**config.mk**
```make
export PLATFORM = sky130hd
export DESIGN_NAME = sm_stim_player
export DESIGN_NICKNAME = d
export VERILOG_FILES = /design/src/rtl/sm_stim_player.sv
export SDC_FILE = /design/constraint.sdc
export NUM_CORES = 1
export LEC_CHECK = 0
export CORE_MARGIN = 2
export CORE_UTILIZATION = 58
export CTS_BUF_LIST = sky130_fd_sc_hd__clkbuf_8
export CTS_CLUSTER_DIAMETER = 80
export CTS_CLUSTER_SIZE = 20
export DETAILED_ROUTE_END_ITERATION = 10
export PLACE_DENSITY = 0.82
export SLEW_MARGIN = 0
export SYNTH_ARGS = -nofsm -noshare
export SYNTH_HDL_FRONTEND = slang
export SYNTH_SLANG_ARGS = --single-unit
```
**constraint.sdc**
```tcl
create_clock -name clk -period 2.4 [get_ports clk]
set_input_delay 0.36 -clock clk [delete_from_list [all_inputs] [get_ports clk]]
set_output_delay 0.36 -clock clk [all_outputs]
set_load 0.02 [all_outputs]
```
**src/rtl/sm_stim_player.sv**
```systemverilog
// sm_stim_player: programmable two-bit pattern transmitter feeding the i1/i2
// inputs of an sm_para_* FSM under test.
//
// A DEPTH-entry pattern memory is written at any time through wr_en/wr_addr/
// wr_data. A start with a legal len plays entries 0..len-1. Each entry is
// held for hold+1 cycles. Playback runs once, or loops when rpt is set. It
// ends early on stop (done pulse) or on err_in (sticky aborted, no done).
//
// Ports:
//   clk, rst          clock; asynchronous active-high reset
//   wr_en/addr/data   pattern memory write port ([1]=i1, [0]=i2)
//   start             begin playback when idle and 1 <= len <= DEPTH
//   len, hold, rpt    entry count, per-entry hold, loop enable (latched at start)
//   stop, err_in      early termination: normal stop / FSM error abort
//   i1, i2            registered stimulus outputs
//   busy, done        playing; one-cycle completion pulse
//   aborted           set by err_in abort, cleared by the next accepted start
//   idx               index of the entry currently driven
module sm_stim_player #(
  parameter int DEPTH = 16,
  parameter int AW    = 4,
  parameter int CW    = 4
) (
  input  logic          clk,
  input  logic          rst,
  input  logic          wr_en,
  input  logic [AW-1:0] wr_addr,
  input  logic [1:0]    wr_data,
  input  logic          start,
  input  logic [AW:0]   len,
  input  logic [CW-1:0] hold,
  input  logic          rpt,
  input  logic          stop,
  input  logic          err_in,
  output logic          i1,
  output logic          i2,
  output logic          busy,
  output logic          done,
  output logic          aborted,
  output logic [AW-1:0] idx
);

  typedef enum logic {IDLE, RUN} state_t;

  localparam logic [AW:0]   DEPTH_L = (AW+1)'(DEPTH);
  localparam logic [AW:0]   LEN_ONE = (AW+1)'(1);
  localparam logic [AW-1:0] IDX_ONE = AW'(1);

  state_t        state, state_n;
  logic [1:0]    mem [DEPTH];
  logic [AW:0]   len_q, len_n;
  logic [CW-1:0] hold_q, hold_n;
  logic          rpt_q, rpt_n;
  logic [CW-1:0] cnt, cnt_n;
  logic          i1_n, i2_n, busy_n, done_n, aborted_n;
  logic [AW-1:0] idx_n, idx_inc;
  logic          len_ok, last;

  // Pattern memory is intentionally not reset. Reads happen only in the
  // combinational load path below, so a write landing on the same edge as a
  // load of that address still yields the old contents.
  always_ff @(posedge clk) begin
    if (wr_en) mem[wr_addr] <= wr_data;
  end

  assign len_ok  = (len != '0) && (len <= DEPTH_L);
  assign last    = ({1'b0, idx} == (len_q - LEN_ONE));
  assign idx_inc = idx + IDX_ONE;

  always_ff @(posedge clk or posedge rst) begin
    if (rst) begin
      state   <= IDLE;
      i1      <= 1'b0;
      i2      <= 1'b0;
      busy    <= 1'b0;
      done    <= 1'b0;
      aborted <= 1'b0;
      idx     <= '0;
      cnt     <= '0;
      len_q   <= '0;
      hold_q  <= '0;
      rpt_q   <= 1'b0;
    end else begin
      state   <= state_n;
      i1      <= i1_n;
      i2      <= i2_n;
      busy    <= busy_n;
      done    <= done_n;
      aborted <= aborted_n;
      idx     <= idx_n;
      cnt     <= cnt_n;
      len_q   <= len_n;
      hold_q  <= hold_n;
      rpt_q   <= rpt_n;
    end
  end

  always_comb begin
    state_n   = state;
    i1_n      = i1;
    i2_n      = i2;
    busy_n    = busy;
    done_n    = 1'b0;
    aborted_n = aborted;
    idx_n     = idx;
    cnt_n     = cnt;
    len_n     = len_q;
    hold_n    = hold_q;
    rpt_n     = rpt_q;

    unique case (state)
      IDLE: begin
        if (start && len_ok) begin
          len_n        = len;
          hold_n       = hold;
          rpt_n        = rpt;
          aborted_n    = 1'b0;
          {i1_n, i2_n} = mem[0];
          idx_n        = '0;
          cnt_n        = hold;
          busy_n       = 1'b1;
          state_n      = RUN;
        end
      end
      RUN: begin
        if (err_in) begin
          state_n      = IDLE;
          {i1_n, i2_n} = 2'b00;
          busy_n       = 1'b0;
          aborted_n    = 1'b1;
          idx_n        = '0;
        end else if (stop) begin
          state_n      = IDLE;
          {i1_n, i2_n} = 2'b00;
          busy_n       = 1'b0;
          done_n       = 1'b1;
          idx_n        = '0;
        end else if (cnt != '0) begin
          cnt_n = cnt - 1'b1;
        end else if (!last) begin
          idx_n        = idx_inc;
          {i1_n, i2_n} = mem[idx_inc];
          cnt_n        = hold_q;
        end else if (rpt_q) begin
          // Wrap is modulo the latched len, not DEPTH.
          idx_n        = '0;
          {i1_n, i2_n} = mem[0];
          cnt_n        = hold_q;
        end else begin
          state_n      = IDLE;
          {i1_n, i2_n} = 2'b00;
          busy_n       = 1'b0;
          done_n       = 1'b1;
          idx_n        = '0;
        end
      end
      default: state_n = IDLE;
    endcase
  end

endmodule

```
==> results.yml <==
setup_path:
  path_cells: "inv_1 -> ha_1 -> and4bb_1 -> a22oi_1 -> a2111oi_4 -> buf_4 -> mux2_2 -> o21ai_0"
  endpoint_kind: "flop"
  critPathLaunchType: "flop"
  worstPathRequired_ns: 2.63
  slowest_delay_ns: 0.41
  worstSetupPathType: "flop to flop"
  cpMaxStageDelayCell: "dfrtp_1"
  cp_max_fo: 13
  cp_data_arrival_time_ns: 2.45
clock_tree:
  cts_setup_buffers: 0
  ctsLongestPathBuffers: 2
  cts_resized: 0
  cts.clk_slew.worst_paths_ns: 0.10
  clockRootBuffer: "clkbuf_8"
  hold_buffers: 0
  cts_buffers: 5
  cts_sinks: 56
  cts_tree: "built"
  worstSkewPairLatency_ns: 0.31
  htree_levels: 2
yosys:
  async_flop_share: 0.4286
  yosys-top-cells-area: "edfxtp_1 35%, dfrtp_1 22%, mux4_2 6.5%, mux2_2 4.9%, nor2_1 2.9%"
  postSynthAreaPerCell_um2: 12.96
  synth_top_cell_area_share: 0.3481
  ys.flop_type: "edfxtp_1"
  synthCells: 213
  yosysTopAreaCell: "edfxtp_1"
  yosysWarnings: 0
  mappedNetlistArea_mm2: 0.002760
  synth.ff_latch_count: 56
  synth_cell_types: 47
  yosysMostFrequentCell: "edfxtp_1"
  synth_commonest_cells: "32 x edfxtp_1, 24 x dfrtp_1, 21 x nor2_1, 12 x mux2_2, 12 x o21ai_0"
  synth_edf_count: 32
  seq_area_frac_synth: 0.5657
  synth_nets: 238
timing:
  hold_viol_final: 0
  post-route-period-util: 0.9272
  maxSlewHeadroom: 0.6617
  tightest_slew_ns: 0.5059
  clock_skew_ns: 0.003979
  setup_tns_ns: 0
  maxSlewViolCount: 0
  rsz0062_at_grt: "false"
  max_freq_mhz: 449.4
  setup_viol: 0
  period_needed_ns: 2.225
  holdWs_ns: 0.3956
finish:
  multi_input_area_mm2: 0.001117
  syn_to_final_growth_pct: 17.95
  fin_util: 0.6985
  antennaDiodeCount: 0
  nFillCells: 329
  final_nets: 276
  regArea_mm2: 0.001562
  drive_gt1_frac: 0.1746
drt:
  wl_um: 4948
  antenna_left: 0
  via_per_inst: 5.941
  first_pass_iters: 4
  drc_errors: 0
  via_count: 1818
  initialDrtViolationCount: 102
  wl_per_cell_um: 16.17
run_status:
  outcome: "finished, final reports clean"
floorplan:
  num_rows: 25
  start_util: 0.5922
  dieArea_mm2: 0.005327
  ios: 31
  die_height_um: 72.99
  die_w_um: 72.99
  coreArea_mm2: 0.004661
power:
  irDropWorstVdd_mv: 0.5102
  p_leak_nw: 1.213
  powerDensity_mw_per_mm2: 708.5
global_routing:
  grt_pass1_wl_um: 8224
  antenna_found_initial: 0
  track_usage: 0.2074
  grt_max_degree: 25
  grt_pass1_vias: 1795
  gr-total-overflow: 0
place:
  gp_congestion: 0.8099
  port_buffers: 30
  hpwl_um: 3633
min_path:
  hold_class: "input pin to async pin"
flow_run:
  cap_violations: 0
layer usage:
metal	part of all wire	track usage	routed length, um
met4	0.020	0.08642	97
met3	0.036	0.04144	176
met1	0.42	0.2458	2068
met2	0.53	0.3664	2606
met5	0	0	0
registers in the layout, indices dropped and copies added, names as in the netlist:
| register | count |
|---|---|
| done | 1 |
| i2 | 1 |
| mem | 32 |
| i1 | 1 |
| idx | 4 |
| hold_q | 4 |
| state | 1 |
| aborted | 1 |
| rpt_q | 1 |
| cnt | 4 |
| len_q | 5 |
| busy | 1 |
cell families (layout without fill, tap and decap cells):
group | Yosys count | in the layout | synth area share
mux | 25 | 25 | 0.1337
fa+ha+maj | 3 | 3 | 0.01360
xor+xnor | 8 | 8 | 0.02539
flops | 56 | 56 | 0.5657
compound gates | 38 | 38 | 0.09928
buf+inv | 16 | 55 | 0.02946
simple gates | 67 | 67 | 0.1328
critical path, delay by kind of cell, from the launching register on:
kind | cells | cell delay [ns]
compound gates | 3 | 0.62
simple gates | 1 | 0.21
flops | 1 | 0.41
buf+inv | 2 | 0.33
mux | 1 | 0.36
fa+ha+maj | 1 | 0.22
cells in the final DEF (no fill, tap or decap), types with 8 or more instances in the layout:
cell             count
edfxtp_1            32
clkdlybuf4s50_1     30
dfrtp_1             24
nor2_1              21
mux2_2              12
o21ai_0             12
nand2_1             11
inv_1                9
buf_4                9
nor3_1               8
mux4_2               8
cell type report:
cell class | count | area share
multi-input cells | 141 | 0.3432
flip-flops and latches | 56 | 0.4796
well taps | 54 | 0.02075
repair buffers | 39 | 0.1130
clock inverters | 3 | 0.01307
clock buffers | 5 | 0.02114
inverters | 8 | 0.009224
final timing paths:
check	start	end	slack [ns]	cells after the start
min in group clk	hold_q[0]	hold_q[0]	0.51	1
worst max-delay path	len_q[0]	i1	0.17	8
worst min-delay path	rst	len_q[3]	0.40	3
worst max register to register	len_q[0]	i1	0.17	8
max in group asynchronous	rst	rpt_q	1.77	3
worst min register to register	hold_q[0]	hold_q[0]	0.51	1
stage by stage:
step,power [mW],cell area (um2),instances,setup slack [ns]
6_report,2.307,3256,306,0.1748
2_1_floorplan,1.543,2760,213,0.3349
3_3_place_gp,1.703,3144,298,0.1045
4_1_cts,2.327,3256,306,0.1765
5_1_grt,2.412,3256,306,0.03395
3_5_place_dp,1.716,3144,298,0.04029
power by group:
part           total, mW  internal, mW  switching (mW)
clock network      0.612         0.311           0.301
logic              0.526         0.265           0.261
registers           1.17          1.10          0.0679
No activity file was read; power rests on OpenSTA's default activity.
